<file path="config.mk">
export PLATFORM = sky130hd
export DESIGN_NAME = mb8_arb
export DESIGN_NICKNAME = d
export VERILOG_FILES = /design/src/rtl/mb8_arb_pkg.sv /design/src/rtl/mb8_arb_rr_pick.sv /design/src/rtl/mb8_arb.sv
export SDC_FILE = /design/constraint.sdc
export NUM_CORES = 1
export LEC_CHECK = 0
export CAP_MARGIN = 20
export CORE_MARGIN = 1.5
export CORE_UTILIZATION = 33
export CTS_BUF_LIST = sky130_fd_sc_hd__clkbuf_8
export DETAILED_ROUTE_END_ITERATION = 12
export PLACE_DENSITY_LB_ADDON = 0.12
export SETUP_SLACK_MARGIN = 0.4
export SKIP_LAST_GASP = 1
export SLEW_MARGIN = 20
export SYNTH_ARGS = -nofsm -noshare
export SYNTH_HDL_FRONTEND = slang
export SYNTH_SLANG_ARGS = --single-unit
export TNS_END_PERCENT = 20
</file>
<file path="constraint.sdc">
create_clock -name clk -period 2.5 [get_ports clk]
set_clock_uncertainty 0.1 [all_clocks]
set_input_delay 0.5 -clock clk [delete_from_list [all_inputs] [get_ports clk]]
set_output_delay 0.5 -clock clk [all_outputs]
set_load 0.02 [all_outputs]
</file>
<file path="src/rtl/mb8_arb_pkg.sv">
// mb8_arb_pkg: shared types and widths for the mb8 bus arbiter.
//   arb_st_e  : arbiter FSM state (IDLE, OWN, SWITCH)
//   rd_tag_t  : one read-pipeline entry {valid, owner}
//   TAG_W     : owner tag width, wide enough for the largest legal N (8)
//   QCNT_W    : quantum counter width (QMAX up to 255)
//   WCNT_W    : watchdog counter width (MB8_ARB_WDOG_EN builds only)
package mb8_arb_pkg;

  typedef enum logic [1:0] {
    IDLE   = 2'd0,
    OWN    = 2'd1,
    SWITCH = 2'd2
  } arb_st_e;

  // Sized for the maximum master count so the struct is fixed-width
  // regardless of how the arbiter is parameterised.
  localparam int TAG_W  = 3;
  localparam int QCNT_W = 8;
  localparam int WCNT_W = 16;

  typedef struct packed {
    logic             valid;
    logic [TAG_W-1:0] owner;
  } rd_tag_t;

endpackage

</file>
<file path="src/rtl/mb8_arb_rr_pick.sv">
// rr_pick: combinational round-robin picker.
//   req    : per-master request vector
//   ptr    : index of the last winner; the scan starts at ptr+1
//   any    : at least one request is high
//   winner : first requester at ptr+1, ptr+2, ... modulo N
module rr_pick #(
  parameter int N = 4
) (
  input  logic [N-1:0]         req,
  input  logic [$clog2(N)-1:0] ptr,
  output logic                 any,
  output logic [$clog2(N)-1:0] winner
);

  localparam int IW = $clog2(N);

  logic found;

  always_comb begin
    any    = |req;
    winner = '0;
    found  = 1'b0;
    // Offsets 1..N so the previous winner is considered last.
    for (int i = 1; i <= N; i++) begin
      if (!found && req[(int'(ptr) + i) % N]) begin
        winner = IW'((int'(ptr) + i) % N);
        found  = 1'b1;
      end
    end
  end

endmodule

</file>
<file path="src/rtl/mb8_arb.sv">
// mb8_arb: arbiter/sequencer for the single shared 8-bit spram port.
// Round-robin grant with a fairness quantum, per-master burst lock and
// one quiet SWITCH cycle between owners.
//
// Ports:
//   clk, rst        clock; asynchronous active-low reset
//   req[N]          bus request, held while the master wants the bus
//   lock[N]         burst lock, suppresses quantum preemption
//   we[N]           write enable
//   ai[N*ASZ]       address, master i at [i*ASZ +: ASZ]
//   vi[N*MSZ]       write data, master i at [i*MSZ +: MSZ]
//   gnt[N]          one-hot grant (registered)
//   rdv[N]          read-data-valid pulse to the master that issued the read
//   vo[MSZ]         read data, pass-through of mem_vo
//   mem_we/ai/vi    spram write enable / address / write data
//   mem_vo          spram read data
//   wd_err          sticky watchdog error
//   state           debug view of the arbiter FSM
//
// Optional feature: define MB8_ARB_WDOG_EN to add a watchdog that forces a
// locked owner off the bus after WD_MAX locked cycles and sets wd_err.
//
// Handshake: a master raises req and holds it; it owns the bus on every
// cycle gnt is high, and each cycle with gnt & req is exactly one access.
// Dropping req releases the bus; gnt falls on the following edge.
module mb8_arb
  import mb8_arb_pkg::*;
#(
  parameter int N      = 4,
  parameter int ASZ    = 17,
  parameter int MSZ    = 8,
  parameter int QMAX   = 8,
  parameter int RD_LAT = 1,
  parameter int WD_MAX = 1024
) (
  input  logic             clk,
  input  logic             rst,
  input  logic [N-1:0]     req,
  input  logic [N-1:0]     lock,
  input  logic [N-1:0]     we,
  input  logic [N*ASZ-1:0] ai,
  input  logic [N*MSZ-1:0] vi,
  output logic [N-1:0]     gnt,
  output logic [N-1:0]     rdv,
  output logic [MSZ-1:0]   vo,
  output logic             mem_we,
  output logic [ASZ-1:0]   mem_ai,
  output logic [MSZ-1:0]   mem_vi,
  input  logic [MSZ-1:0]   mem_vo,
  output logic             wd_err,
  output arb_st_e          state
);

  localparam int IW = $clog2(N);

  // Elaboration-time guards on the legal parameter ranges.
  if (N < 2 || N > 8) begin : g_bad_n
    $error("mb8_arb: N must be 2..8");
  end
  if (QMAX < 1 || QMAX > 255) begin : g_bad_qmax
    $error("mb8_arb: QMAX must be 1..255");
  end
  if (RD_LAT < 1 || RD_LAT > 3) begin : g_bad_rd_lat
    $error("mb8_arb: RD_LAT must be 1..3");
  end
  if (WD_MAX < 1) begin : g_bad_wd_max
    $error("mb8_arb: WD_MAX must be at least 1");
  end

  arb_st_e           st;
  logic [IW-1:0]     owner;
  logic [IW-1:0]     ptr;
  logic [QCNT_W-1:0] qcnt;

  logic              any;
  logic [IW-1:0]     winner;

  logic              own_active;
  logic              own_req;
  logic              own_we;
  logic              own_lock;
  logic [N-1:0]      own_mask;
  logic              others;
  logic              q_expire;
  logic              preempt;
  logic              wd_hit;
  logic              drop_bus;
  logic              grant_now;
  logic              rd_push;

  rr_pick #(.N(N)) u_pick (
    .req    (req),
    .ptr    (ptr),
    .any    (any),
    .winner (winner)
  );

  assign own_active = (st == OWN);
  assign own_req    = req[owner];
  assign own_we     = we[owner];
  assign own_lock   = lock[owner];
  assign own_mask   = N'(1) << owner;
  assign others     = |(req & ~own_mask);
  assign grant_now  = (st != OWN) && any;

  // qcnt holds the number of owned cycles before this one, so the quantum
  // is spent on the QMAX-th owned cycle and the owner gets exactly QMAX.
  assign q_expire = (int'(qcnt) + 1 >= QMAX);
  assign preempt  = q_expire && !own_lock && others;
  assign drop_bus = !own_req || preempt || wd_hit;

  // Bus drive: the owner's signals pass straight through; quiet otherwise.
  assign mem_ai  = own_active ? ai[int'(owner)*ASZ +: ASZ] : '0;
  assign mem_vi  = own_active ? vi[int'(owner)*MSZ +: MSZ] : '0;
  assign mem_we  = own_active && own_req && own_we;
  assign rd_push = own_active && own_req && !own_we;
  assign vo      = mem_vo;
  assign state   = st;

  always_ff @(posedge clk or negedge rst) begin
    if (!rst) begin
      st    <= IDLE;
      owner <= '0;
      ptr   <= IW'(N - 1);
      qcnt  <= '0;
      gnt   <= '0;
    end else begin
      case (st)
        IDLE, SWITCH: begin
          if (any) begin
            st    <= OWN;
            owner <= winner;
            ptr   <= winner;
            qcnt  <= '0;
            gnt   <= N'(1) << winner;
          end else begin
            st    <= IDLE;
            gnt   <= '0;
          end
        end
        OWN: begin
          if (int'(qcnt) < QMAX) qcnt <= qcnt + QCNT_W'(1);
          if (drop_bus) begin
            st  <= SWITCH;
            gnt <= '0;
          end
        end
        default: begin
          st  <= IDLE;
          gnt <= '0;
        end
      endcase
    end
  end

  // Read pipeline: each entry carries the issuer so the rdv pulse reaches
  // the original master even after ownership has moved on.
  rd_tag_t rd_pipe [RD_LAT];
  rd_tag_t rd_out;

  always_ff @(posedge clk or negedge rst) begin
    if (!rst) begin
      for (int i = 0; i < RD_LAT; i++) rd_pipe[i] <= '0;
    end else begin
      rd_pipe[0] <= '{valid: rd_push, owner: TAG_W'(owner)};
      for (int i = 1; i < RD_LAT; i++) rd_pipe[i] <= rd_pipe[i-1];
    end
  end

  assign rd_out = rd_pipe[RD_LAT-1];

  always_comb begin
    rdv = '0;
    for (int i = 0; i < N; i++)
      rdv[i] = rd_out.valid && (rd_out.owner == TAG_W'(i));
  end

`ifdef MB8_ARB_WDOG_EN
  logic [WCNT_W-1:0] wcnt;

  // Counts owned cycles with lock held; the WD_MAX-th such cycle is the
  // last one before the bus is taken away regardless of lock.
  assign wd_hit = own_active && own_req && own_lock &&
                  (int'(wcnt) + 1 >= WD_MAX);

  always_ff @(posedge clk or negedge rst) begin
    if (!rst) begin
      wcnt   <= '0;
      wd_err <= 1'b0;
    end else begin
      if (grant_now)
        wcnt <= '0;
      else if (own_active && own_req && own_lock && (int'(wcnt) < WD_MAX))
        wcnt <= wcnt + WCNT_W'(1);
      if (wd_hit) wd_err <= 1'b1;
    end
  end
`else
  assign wd_hit = 1'b0;
  assign wd_err = 1'b0;
`endif

endmodule

</file>
==> run metrics, run 1 <==
max-cap viol count=0; sw frac=41.4%; total CTS buffers=3; ys async rst share=100%; Cell Area, Synth=1930 µm²; most frequent cells in the layout=clkdlybuf4s50_1, mux4_2, and2_1, buf_2, dfrtp_1; final core utilization=64.4%; Post-CTS Hold Fix Bufs=0; final wirelength=6910 µm; crit end category=output pin; first-pass GRT wire length=10,700 µm; Net Count, Synth=302; Clock power frac=6.6%; clock slew at reported path FFs=about 0.070 ns; Post-synth EDFFs=0; R2R depth=7; CORE AREA=5570 µm²; routing usage on met3=5.49%; r2r setup slk=0.65 ns; Total Routing Usage GR=22.2%; WL/cell=between 15 and 20 µm; Critical Path Start Type=input port; Clk Tree Root Cell=clkbuf_8; Hold Vio Cnt, Final=0; DRC=0; Vias=2,035; outcome=finished, final reports clean; die height=79.4 µm; combinational power share=75.5%; sequential fraction of the synthesis area=between 20% and 30%; # fillers=about 480; Hold Path End=ptr[0]; Worst-Skew Late Latency=~0.26 ns; NetSw=0.00138 W; Die ar.=approximately 6300 µm²; IR drop worst, VDD=0.659 mV; post-route insts no fill=402; Synth Warn #=0; IO buf count=149; antenna diode count=0; # nets final=around 450; pin count of the biggest net entering global routing=32; FF-to-FF End=gnt[2]; layout cells sized above 1=28.8%; GRT Max-Usage Layer=met2; met1 GRT Util=25.9%; dpl cells=396; Main synth FF type=dfrtp_1; Pins Over Slew Limit=0; Vias/cell=5.06; hold_sp=ptr[0]; M2 GR Usage=40.4%; crit share post-route=94.5%; synth unique cells=46; static leakage=1.48 nW; Arr. time, crit path=1.76 ns; Internal=0.00195 W; HPWL Detailed=5710 µm; H-tree Lvls=1; cell count after synthesis=179; Syn-to-layout area delta=86.2%; clk buf depth=2; register bit total from synthesis=21; GPL Wtd Cong=0.772; post-route antenna net violation count=0; maximum clock frequency=423 MHz; critical path fanouts, max=2; endpoints failing setup=0; synthesized area per cell=10.8 µm²; CTS Sinks=21; most common cell after layout, fill and taps aside=clkdlybuf4s50_1; FF-to-FF Start=owner[0]; antenna violations before repair=0; critical path class=input port to output pin; pwr dens=just over 900 nW/µm²; vias in the first global route=approximately 2,000; IO Count=167; sequential share of power=17.9%; worst hold slack=roughly 0.43 ns; hold depth=2; CTS tree=done; Worst Path Required=1.90 ns; # rows=27; Die W=~79 µm; initial drt markers=slightly below 90; Tmin final=2.36 ns; initial core utilization=34.6%; RSZ-0062 raised after global routing=true; Worst Hold Class=register to register; drt first pass iters=4; gr ovfl total=0
flip-flops by register name, summed over array words and instances, names as in the netlist:
signal / cells
owner: 2
rd_out: 3
gnt: 4
state: 2
qcnt: 8
ptr: 2
worst max-delay path: stages:
cell	delay, ns
clkdlybuf4s50_1	0.41
mux4_2	0.52
and3_4	0.21
buf_6	0.12
kinds of logic after synthesis:
group	share of synthesized area, %
adder cells (fa/ha/maj)	0.649
XOR/XNOR	0.454
flip-flops	27.4
other	0.194
AO/OA/AOI/OAI	8.76
multiplexers	33.2
AND/OR/NAND/NOR	22.3
buffers and inverters	7.14
cell usage after synthesis, types with 2 or more instances:
cell type  count  area share (%)
a21o_1         2            0.78
a21oi_1        2            0.52
a31oi_1        2            0.65
and2_1        28             9.1
and3_1         2            0.65
buf_2          5             1.3
buf_4         10             3.9
clkbuf_1       5            0.97
dfrtp_1       19              25
dfstp_2        2             2.7
inv_1          5            0.97
mux2i_1        2             1.0
mux4_2        27              32
nand2_1       12             2.3
nand2b_1       3            0.97
nand3_1        4             1.0
nor2_1        12             2.3
nor4b_1        2            0.91
o21ai_0        7             1.8
o32ai_1        2            0.91
power groups by stage:
stage | clock, W | combinational (W) | sequential (W)
after CTS | 0.000227 | 0.00248 | 0.000599
final | 0.000220 | 0.00252 | 0.000598
after global routing | 0.000243 | 0.00270 | 0.000620
after global placement | 0 | 0.00252 | 0.000589
after detailed placement | 0 | 0.00255 | 0.000593
after floorplan | 0 | 0.00144 | 0.000623
layout make-up:
class	count	area (µm²)	share of cell area (%)
Tap cell	72	90.1	2.51
Clock inverter	1	5.00	0.139
Inverter	5	18.8	0.523
Clock buffer	3	41.3	1.15
Timing Repair Buffer	167	1600	44.6
Multi-Input combinational cell	133	1300	36.3
Sequential cell	21	531	14.8
per-layer routing:
| layer | wire length, µm | part of all wire (%) |
|---|---|---|
| met4 | 144 | 2.1 |
| met3 | 556 | 8.0 |
| met2 | 3640 | 53 |
| met1 | 2570 | 37 |
| met5 | 0 | 0 |
through the flow:
step           setup slack [ns]  instance area, µm²  power (W)  setup TNS, ns
6_report                  0.137                3590    0.00334              0
5_1_grt                   0.102                3590    0.00356              0
4_1_cts                   0.146                3540    0.00330              0
2_1_floorplan             0.395                1930    0.00207              0
3_5_place_dp             -0.238                3550    0.00314          -4.14
3_3_place_gp             -0.231                3550    0.00311          -3.87
worst max path at each step:
stage               startpoint         to  slack [ns]  cells past startpoint
detailed placement       we[3]     mem_we       -0.24                      4
global route          owner[0]  mem_ai[6]        0.10                      4
CTS                   owner[0]     mem_we        0.15                      4
global placement         we[3]     mem_we       -0.23                      4
floorplan             owner[0]  mem_vi[0]        0.39                      4
finish                  req[3]     mem_we        0.14                      4
what timing repair did:
item | 4_1_cts | 5_1_grt
setup buffers | 1 | 1
resized for setup | 126 | 10
endpoints found under the setup margin | 32 | 34
pin swaps | 5 | 2
hold endpoints to repair | 0 | 0
(Power assumes the default switching activity.)
==> run 2, diff against run 1 <==
SKIP_LAST_GASP = not set   (was 1)
==> results of run 2 <==
The final DEF is identical to that of run 1; final timing and power are the same.
